### config.mk
export PLATFORM = sky130hd
export DESIGN_NAME = ev_dispatcher
export DESIGN_NICKNAME = d
export VERILOG_FILES = /design/src/rtl/ev_pkg.sv /design/src/rtl/ev_req_slot.sv /design/src/rtl/ev_dispatcher.sv
export SDC_FILE = /design/constraint.sdc
export NUM_CORES = 1
export LEC_CHECK = 0
export BUFFER_PORTS_ARGS = -buffer_cell sky130_fd_sc_hd__buf_2
export CAP_MARGIN = 40
export CORE_AREA = 2 2 94 96
export DETAILED_ROUTE_END_ITERATION = 12
export DIE_AREA = 0 0 96 98
export MAX_ROUTING_LAYER = met4
export SETUP_SLACK_MARGIN = 0.05
export SYNTH_ARGS = -nofsm -noshare
export SYNTH_HDL_FRONTEND = slang
export SYNTH_SLANG_ARGS = --single-unit
### constraint.sdc
create_clock -name clk -period 10.9 [get_ports clk]
set_input_delay 0.545 -clock clk [delete_from_list [all_inputs] [get_ports clk]]
set_output_delay 0.545 -clock clk [all_outputs]
set_load 0.02 [all_outputs]
### src/rtl/ev_pkg.sv
// Shared types and helpers for the elevator dispatcher.
// Optional trip statistics are enabled by defining EV_DISPATCH_STATS_EN.
package ev_pkg;

  typedef enum logic [1:0] {
    CAR_IDLE,
    CAR_MOVE_UP,
    CAR_MOVE_DOWN,
    CAR_DOOR_OPEN
  } car_state_e;

  typedef enum logic [1:0] {
    SLOT_FREE,
    SLOT_WAITING,
    SLOT_ONBOARD
  } slot_state_e;

  localparam logic [1:0] UPDOWN_STOP = 2'b00;
  localparam logic [1:0] UPDOWN_UP   = 2'b01;
  localparam logic [1:0] UPDOWN_DOWN = 2'b10;

  // Direction choice when no target is at the current floor; pref_up breaks ties.
  function automatic car_state_e pick_dir(input logic pref_up, input logic above,
                                          input logic below);
    car_state_e s;
    s = CAR_IDLE;
    if (pref_up) begin
      if (above)      s = CAR_MOVE_UP;
      else if (below) s = CAR_MOVE_DOWN;
    end else begin
      if (below)      s = CAR_MOVE_DOWN;
      else if (above) s = CAR_MOVE_UP;
    end
    return s;
  endfunction

  function automatic logic [3:0] popcount8(input logic [7:0] v);
    logic [3:0] n;
    n = 4'd0;
    for (int i = 0; i < 8; i++) n = n + 4'(v[i]);
    return n;
  endfunction

endpackage

### src/rtl/ev_req_slot.sv
// One passenger request slot: holds src/dest and performs boarding/alighting.
module ev_req_slot
  import ev_pkg::*;
#(
  parameter int unsigned FLOOR_W = 3
) (
  input  logic               clk,
  input  logic               rst_n,
  input  logic               load,
  input  logic [FLOOR_W-1:0] load_src,
  input  logic [FLOOR_W-1:0] load_dest,
  input  logic               door_open,
  input  logic [FLOOR_W-1:0] floor,
  output logic               free_c,
  output logic               has_tgt_c,
  output logic [FLOOR_W-1:0] tgt_c,
  output logic               board_c,
  output logic               alight_c
);

  slot_state_e        state_q, state_d;
  logic [FLOOR_W-1:0] src_q, src_d, dest_q, dest_d;

  always_comb begin
    state_d   = state_q;
    src_d     = src_q;
    dest_d    = dest_q;
    free_c    = (state_q == SLOT_FREE);
    has_tgt_c = (state_q != SLOT_FREE);
    tgt_c     = (state_q == SLOT_ONBOARD) ? dest_q : src_q;
    board_c   = door_open && (state_q == SLOT_WAITING) && (src_q == floor);
    alight_c  = door_open && (state_q == SLOT_ONBOARD) && (dest_q == floor);
    // A slot is in exactly one state, so it can never board and alight together.
    if (board_c) begin
      state_d = SLOT_ONBOARD;
    end else if (alight_c) begin
      state_d = SLOT_FREE;
    end else if (load && free_c) begin
      state_d = SLOT_WAITING;
      src_d   = load_src;
      dest_d  = load_dest;
    end
  end

  always_ff @(posedge clk or negedge rst_n) begin
    if (!rst_n) begin
      state_q <= SLOT_FREE;
      src_q   <= '0;
      dest_q  <= '0;
    end else begin
      state_q <= state_d;
      src_q   <= src_d;
      dest_q  <= dest_d;
    end
  end

endmodule

### src/rtl/ev_dispatcher.sv
// Single-car elevator dispatcher: request slots plus a car movement/door FSM.
// Define EV_DISPATCH_STATS_EN to add the saturating stat_trips counter port.
module ev_dispatcher
  import ev_pkg::*;
#(
  parameter int unsigned NUM_FLOORS    = 8,
  parameter int unsigned FLOOR_W       = 3,
  parameter int unsigned NUM_SLOTS     = 4,
  parameter int unsigned TRAVEL_CYCLES = 2,
  parameter int unsigned DOOR_CYCLES   = 4
) (
  input  logic                 clk,
  input  logic                 rst_n,
  input  logic                 req_valid,
  output logic                 req_ready,
  input  logic [FLOOR_W-1:0]   req_src,
  input  logic [FLOOR_W-1:0]   req_dest,
  input  logic                 req_dir,
  output logic                 req_err,
  output logic [FLOOR_W-1:0]   ev_floor,
  output logic                 ev_door,
  output logic [1:0]           ev_updown,
  output logic [NUM_SLOTS-1:0] done_mask
`ifdef EV_DISPATCH_STATS_EN
  ,
  output logic [15:0]          stat_trips
`endif
);

  localparam int unsigned FW1    = FLOOR_W + 1;
  localparam int unsigned DOOR_W = $clog2(DOOR_CYCLES + 1);
  localparam int unsigned TRAV_W = $clog2(TRAVEL_CYCLES + 1);

  car_state_e          state_q, state_d;
  logic [FLOOR_W-1:0]  floor_q, floor_d, ref_floor;
  logic                dir_up_q, dir_up_d;
  logic [DOOR_W-1:0]   door_cnt_q, door_cnt_d;
  logic [TRAV_W-1:0]   trav_q, trav_d;
  logic                ev_door_q;
  logic [1:0]          updown_q, updown_d;
  logic                req_err_q;
  logic [NUM_SLOTS-1:0] done_q;

  logic [NUM_SLOTS-1:0] free_vec, has_tgt_vec, board_vec, alight_vec, load_vec;
  logic [FLOOR_W-1:0]   tgt_arr [NUM_SLOTS];
  logic                 illegal_c, accept_c, door_open_c, hold_c, found;
  logic                 step, any_at, any_above, any_below;

  assign illegal_c = (req_src == req_dest)
                  || ({1'b0, req_src}  >= FW1'(NUM_FLOORS))
                  || ({1'b0, req_dest} >= FW1'(NUM_FLOORS))
                  || (req_dir != (req_dest > req_src));
  assign req_ready   = |free_vec;
  assign accept_c    = req_valid && req_ready && !illegal_c;
  assign door_open_c = (state_q == CAR_DOOR_OPEN);
  // A passenger arriving at the open door keeps it open so they board next cycle.
  assign hold_c      = accept_c && door_open_c && (req_src == floor_q);

  always_comb begin
    load_vec = '0;
    found    = 1'b0;
    for (int i = 0; i < NUM_SLOTS; i++) begin
      if (accept_c && free_vec[i] && !found) begin
        load_vec[i] = 1'b1;
        found       = 1'b1;
      end
    end
  end

  for (genvar g = 0; g < NUM_SLOTS; g++) begin : g_slot
    ev_req_slot #(.FLOOR_W(FLOOR_W)) u_slot (
      .clk       (clk),
      .rst_n     (rst_n),
      .load      (load_vec[g]),
      .load_src  (req_src),
      .load_dest (req_dest),
      .door_open (door_open_c),
      .floor     (floor_q),
      .free_c    (free_vec[g]),
      .has_tgt_c (has_tgt_vec[g]),
      .tgt_c     (tgt_arr[g]),
      .board_c   (board_vec[g]),
      .alight_c  (alight_vec[g])
    );
  end

  always_comb begin
    state_d    = state_q;
    floor_d    = floor_q;
    dir_up_d   = dir_up_q;
    door_cnt_d = door_cnt_q;
    trav_d     = trav_q;
    updown_d   = UPDOWN_STOP;
    step       = 1'b0;
    ref_floor  = floor_q;
    any_at     = 1'b0;
    any_above  = 1'b0;
    any_below  = 1'b0;

    // Targets are judged against the floor the car is about to occupy.
    if ((state_q == CAR_MOVE_UP || state_q == CAR_MOVE_DOWN) &&
        trav_q == TRAV_W'(TRAVEL_CYCLES - 1)) begin
      step = 1'b1;
      if (state_q == CAR_MOVE_UP && floor_q < FLOOR_W'(NUM_FLOORS - 1))
        ref_floor = floor_q + FLOOR_W'(1);
      else if (state_q == CAR_MOVE_DOWN && floor_q != '0)
        ref_floor = floor_q - FLOOR_W'(1);
    end

    for (int i = 0; i < NUM_SLOTS; i++) begin
      if (has_tgt_vec[i]) begin
        if (tgt_arr[i] == ref_floor)     any_at    = 1'b1;
        else if (tgt_arr[i] > ref_floor) any_above = 1'b1;
        else                             any_below = 1'b1;
      end
    end

    case (state_q)
      CAR_IDLE: begin
        if (any_at) state_d = CAR_DOOR_OPEN;
        else        state_d = pick_dir(1'b1, any_above, any_below);
      end
      CAR_MOVE_UP, CAR_MOVE_DOWN: begin
        if (step) begin
          floor_d = ref_floor;
          if (any_at) state_d = CAR_DOOR_OPEN;
          else        state_d = pick_dir(dir_up_q, any_above, any_below);
        end
      end
      CAR_DOOR_OPEN: begin
        if ((|board_vec) || (|alight_vec) || hold_c) begin
          door_cnt_d = DOOR_W'(DOOR_CYCLES);
        end else if (door_cnt_q > DOOR_W'(1)) begin
          door_cnt_d = door_cnt_q - DOOR_W'(1);
        end else begin
          door_cnt_d = '0;
          state_d    = pick_dir(dir_up_q, any_above, any_below);
        end
      end
      default: state_d = CAR_IDLE;
    endcase

    // Travel timer restarts on every floor step and on every state change.
    if (step || state_d != state_q) trav_d = '0;
    else if (state_q == CAR_MOVE_UP || state_q == CAR_MOVE_DOWN)
      trav_d = trav_q + TRAV_W'(1);

    if (state_d == CAR_DOOR_OPEN && state_q != CAR_DOOR_OPEN)
      door_cnt_d = DOOR_W'(DOOR_CYCLES);
    if (state_d == CAR_MOVE_UP) begin
      dir_up_d = 1'b1;
      updown_d = UPDOWN_UP;
    end else if (state_d == CAR_MOVE_DOWN) begin
      dir_up_d = 1'b0;
      updown_d = UPDOWN_DOWN;
    end
  end

  always_ff @(posedge clk or negedge rst_n) begin
    if (!rst_n) begin
      state_q    <= CAR_IDLE;
      floor_q    <= '0;
      dir_up_q   <= 1'b1;
      door_cnt_q <= '0;
      trav_q     <= '0;
      ev_door_q  <= 1'b0;
      updown_q   <= UPDOWN_STOP;
      req_err_q  <= 1'b0;
      done_q     <= '0;
    end else begin
      state_q    <= state_d;
      floor_q    <= floor_d;
      dir_up_q   <= dir_up_d;
      door_cnt_q <= door_cnt_d;
      trav_q     <= trav_d;
      ev_door_q  <= (state_d == CAR_DOOR_OPEN);
      updown_q   <= updown_d;
      req_err_q  <= req_valid && illegal_c;
      done_q     <= alight_vec;
    end
  end

  assign ev_floor  = floor_q;
  assign ev_door   = ev_door_q;
  assign ev_updown = updown_q;
  assign req_err   = req_err_q;
  assign done_mask = done_q;

`ifdef EV_DISPATCH_STATS_EN
  logic [15:0] stat_q, stat_d;
  logic [16:0] stat_sum;

  always_comb begin
    stat_sum = 17'(stat_q) + 17'(popcount8(8'(alight_vec)));
    stat_d   = stat_sum[16] ? 16'hFFFF : stat_sum[15:0];
  end

  always_ff @(posedge clk or negedge rst_n) begin
    if (!rst_n) stat_q <= '0;
    else        stat_q <= stat_d;
  end

  assign stat_trips = stat_q;
`endif

endmodule

==> results.md <==
Power and ir drop:
- The peak ir drop on the vdd network is 136 uV.
- The sum of internal, switching and leakage power is 0.00122 W.
- For this design the static power due to leakage is 1.69 nW.
- The power density of the placed cells is 310 nW/um^2.

Worst setup path:
- The data required time at the worst endpoint is 11.12 ns.
- The maximum cell stage delay along the critical path is 0.79 ns.
- Grouping stages by cell kind, the critical path spends the most delay in simple AND/OR/NAND/NOR gates.
- Along the worst path, the maximum fanout reaches 14.
- The worst setup path is launched from a register.
- STA classifies the critical path endpoint as a register.
- The arrival time of the worst setup path is 5.24 ns.
- Together, buffers and inverters on the worst path number 2.
- The critical path is of the reg -> reg type.
- On the critical path, the stage with the largest delay is an instance of dfrtp_1.
- Walking the worst path, the cells encountered are inv_1, ha_1, nor3b_1, nor3_1, nand2_1, o21ai_0, nand2_1, nand3_1, inv_1, ha_1, nor4b_1, a311o_1, a221oi_2, and2_1, nor2_1, nor2_1, a21oi_1, ha_1, nor2_1, nand2_1, o31ai_1.

Floorplan:
- The core area is 8470 sq um.
- The I/O pin count is 22.
- The floorplan die height is 98 microns.
- The die covers 9410 sq um.
- The floorplan has 34 rows.
- The starting density of the core is 43.1%.
- The floorplan step set the die width to 96 microns.

Clock network:
- The buffer cell driving the clock tree root is clkbuf_8.
- The clock tree from TritonCTS is done.
- The H-tree was split into 2 levels.
- The later pin in the worst-skew pair is clocked with a latency of 0.31 ns.
- The clock buffer count from CTS is 5.
- Clock tree synthesis found a total of 51 sinks.
- Once the clock tree was built, the resizer swapped 0 gates to a different size.
- The number of setup buffers added after CTS is 0.
- The number of hold buffers added after CTS was 0.
- After clock tree synthesis, the clock-pin slew on the worst setup and hold paths is 0.10 ns.
- The maximum clock path buffer count is 2.

Synth:
- Of the total synthesized cell area, the portion taken by AND, OR, NAND and NOR gates is 18.8%.
- The async set-reset flop share out of synthesis is 100%.
- In this run the biggest area consumer among cell types represents 34.3% of the synthesized area.
- The xor and xnor fraction of the mapped netlist area is 7.44%.
- The Yosys step of the flow raised 0 warnings.
- Yosys attributes the largest share of cell area to dfrtp_1 34%, ha_1 8.2%, mux2_2 5.9%.
- Synthesis produced 383 cells.
- The synthesized design contains 0 enable-type register cells.
- Counting every net in the synthesized netlist gives 417.
- Of the synthesized area, sequential elements account for 35.0%.
- The commonest cells after synthesis are 50 x dfrtp_1, 31 x nand2_1, 26 x nor2_1.
- Counting flops and latches in the post-synthesis netlist gives 51.
- The average footprint of a synthesized cell is 9.53 sq um.
- Of the post-synthesis cell area, the part taken by muxes is 10.5%.
- In the post-synthesis netlist, the cell with the most instances is dfrtp_1.
- In this run, distinct cell masters in the synthesized netlist total 58.
- The biggest area contributor in the post-synthesis netlist is dfrtp_1.
- The synthesized netlist devotes 15.8% of its cell area to compound gates.
- The most used flip-flop cell after synthesis is dfrtp_1.
- The cell area that synthesis handed to floorplanning was 3650 sq um.
- The main combinational cell family by area after synthesis is simple AND/OR/NAND/NOR gates.
- The post-synthesis share of cell area spent on full adders, half adders and majority gates is 8.23%.

Min path:
- The path type of the worst min-delay path is in -> async.

Timing:
- For the pin with the worst max-slew slack, the measured transition is 0.863 ns.
- The largest clock skew in the final design is 0.0117 ns.
- The final clock period utilization by the worst path is 46.0%.
- The number of pins with negative max-slew slack in the final report is 0.
- The normalized max-slew margin is 42.5%.
- In the final timing run, aggregate negative setup slack is 0 ns.
- The final-layout worst hold slack is 0.327 ns.
- The count of final setup violators is 0.
- Setup repair after global routing left no endpoint under its margin.
- Counting I/O delays and the setup requirement, the final critical path takes 5.02 ns.
- The fmax is 0.199 GHz.
- The final hold violation count was 0.
- Once routing completed, OpenROAD measured the worst setup slack at 5.88 ns.

Global route:
- The global routing usage summed across all routing layers is 20.5%.
- The via count of the first global-routing pass is 2,852.
- The residual overflow from global routing is 0.
- The number of antenna violations at the first check in global routing is 0.
- The global-route wire length before repair is 14,500 microns.
- Entering global routing, the biggest net connects 52 pins.

Placed design:
- Routability-driven placement finished with a final weighted congestion of 0.915.
- Buffers placed on the I/O ports in this run total 21.
- The worst setup slack before clock tree synthesis is 5.94 ns.
- Summed over all nets, the half-perimeter wirelength after detailed placement is 6540 microns.
- Counting tap cells, the placed design contains a total of 502 instances.

Routing:
- The average wire length per cell after detail routing is 17.2 microns.
- Dividing the detail-routed via count by the number of cells gives 5.75.
- The DRC violation total after the first TritonRoute iteration is 206.
- The routed layout has 2,933 vias.
- Wire segments on met2 add up to 4090 microns in the final route.
- For this block, the routed nets add up to 8760 microns of wire.
- The total length of routed met3 wires is 211 microns.
- The uppermost metal layer occupied by signal nets is met4.
- The wire length on met1 is 4250 microns.
- After detailed routing, the number of remaining DRC violations is 0.
- The number of search-and-repair iterations in the first detailed-routing pass is 5.
- Once detail routing completed, the nets flagged for antenna violations numbered 0.

Cells and area:
- The net count of the finished layout is 435.
- The fraction of layout instances using a drive strength above 1 is 14.4%.
- The filler cells instantiated in the layout total 806.
- Compared with the post-synthesis result, the final layout area differs by 7.58%.
- 0 antenna diodes ended up in the layout.
- The count of cells in the finished layout, fillers not included, comes to 510.

Job:
- The total of max-cap violations is 0.

Run status:
- The flow ran to the end, and the final reports show no timing, DRC or antenna violations.
-- worst register-to-register path: cells and delay by family (launching register included) --
| kind | cells | cell delay [ns] |
|---|---|---|
| and+or+nand+nor | 11 | 1.87 |
| AOI/OAI and AO/OA | 5 | 1.05 |
| adders and majority gates | 3 | 0.88 |
| DFF | 1 | 0.79 |
| buffers and inverters | 2 | 0.35 |
-- per-layer routing --
| metal | global-route usage, % | up-vias |
|---|---|---|
| li1 | - | 1423 |
| met1 | 28.6 | 1443 |
| met2 | 30.6 | 52 |
| met3 | 2.78 | 15 |
| met4 | 6.70 | 0 |
| met5 | - | - |
-- through the flow --
stage,utilization [%],instance area (sq um)
floorplan,-,3650
global placement,45.3,3840
detailed placement,45.3,3840
CTS,46.4,3930
global route,46.4,3930
finish,46.4,3930
-- state kept, by name, indices dropped and copies added, names as in the netlist --
name,flops
ev_floor,3
ev_updown,2
trav_q,2
door_cnt_q,3
ev_door,1
done_mask,4
g_slot.u_slot.dest_q,12
req_err,1
state_q,2
g_slot.u_slot.src_q,12
g_slot.u_slot.state_q,8
dir_up_q,1
-- layout make-up --
| class | instances | area (sq um) | share of cell area (%) |
|---|---|---|---|
| tap | 108 | 135 | 3.44 |
| multi-input combinational | 296 | 2220 | 56.5 |
| clock inverter | 2 | 17.5 | 0.446 |
| clock buffer | 6 | 72.6 | 1.85 |
| sequential | 51 | 1280 | 32.5 |
| timing repair buffer | 22 | 113 | 2.87 |
| inverter | 25 | 93.8 | 2.39 |
-- worst paths after layout --
path                                                start                                     end  slack (ns)  cells past startpoint
worst max-delay path              ev_floor[0]$_DFFE_PN0P_               door_cnt_q[0]$_DFFE_PN0P_        5.88                     21
worst min-delay path                                rst_n  g_slot[2].u_slot.dest_q[2]$_DFFE_PN0P_        0.33                      2
worst max register to register    ev_floor[0]$_DFFE_PN0P_               door_cnt_q[0]$_DFFE_PN0P_        5.88                     21
worst min register to register  door_cnt_q[1]$_DFFE_PN0P_               door_cnt_q[1]$_DFFE_PN0P_        0.50                      2
max in group asynchronous                           rst_n               door_cnt_q[2]$_DFFE_PN0P_       10.11                      2
min in group clk                                req_valid                       req_err$_DFF_PN0_        0.46                      2
-- power by group --
group / total [W] / internal, W / switching, W
registers: 0.000380 / 0.000268 / 0.000112
logic: 0.000721 / 0.000310 / 0.000412
clock network: 0.000115 / 0.0000463 / 0.0000684
total: 0.00122 / 0.000624 / 0.000592
-- kinds of logic after synthesis --
logic type,after synthesis
and+or+nand+nor,127
DFF,51
muxes,35
adders and majority gates,24
xor gates and xnor gates,31
AOI/OAI and AO/OA,79
buffers and inverters,36
-- layout by cell type (no fill, tap or decap), drive strengths merged, types with 3 or more instances in the layout --
cell    count
a21boi      5
a21o        4
a21oi       6
a221oi      3
a22oi       4
a31oi       6
and2        4
and3        5
buf        22
clkbuf      6
dfrtp      50
ha         24
inv        25
mux2       26
mux2i       9
nand2      31
nand2b      4
nand3       7
nand3b      9
nand4       3
nor2       26
nor2b       9
nor3        6
nor3b       3
nor4       10
nor4b       3
o21ai      21
o21bai      5
o22ai       3
o31ai       3
o32ai       3
or3         3
or4         3
xnor2       7
xor2       24
Power figures use the tool's default switching activity.
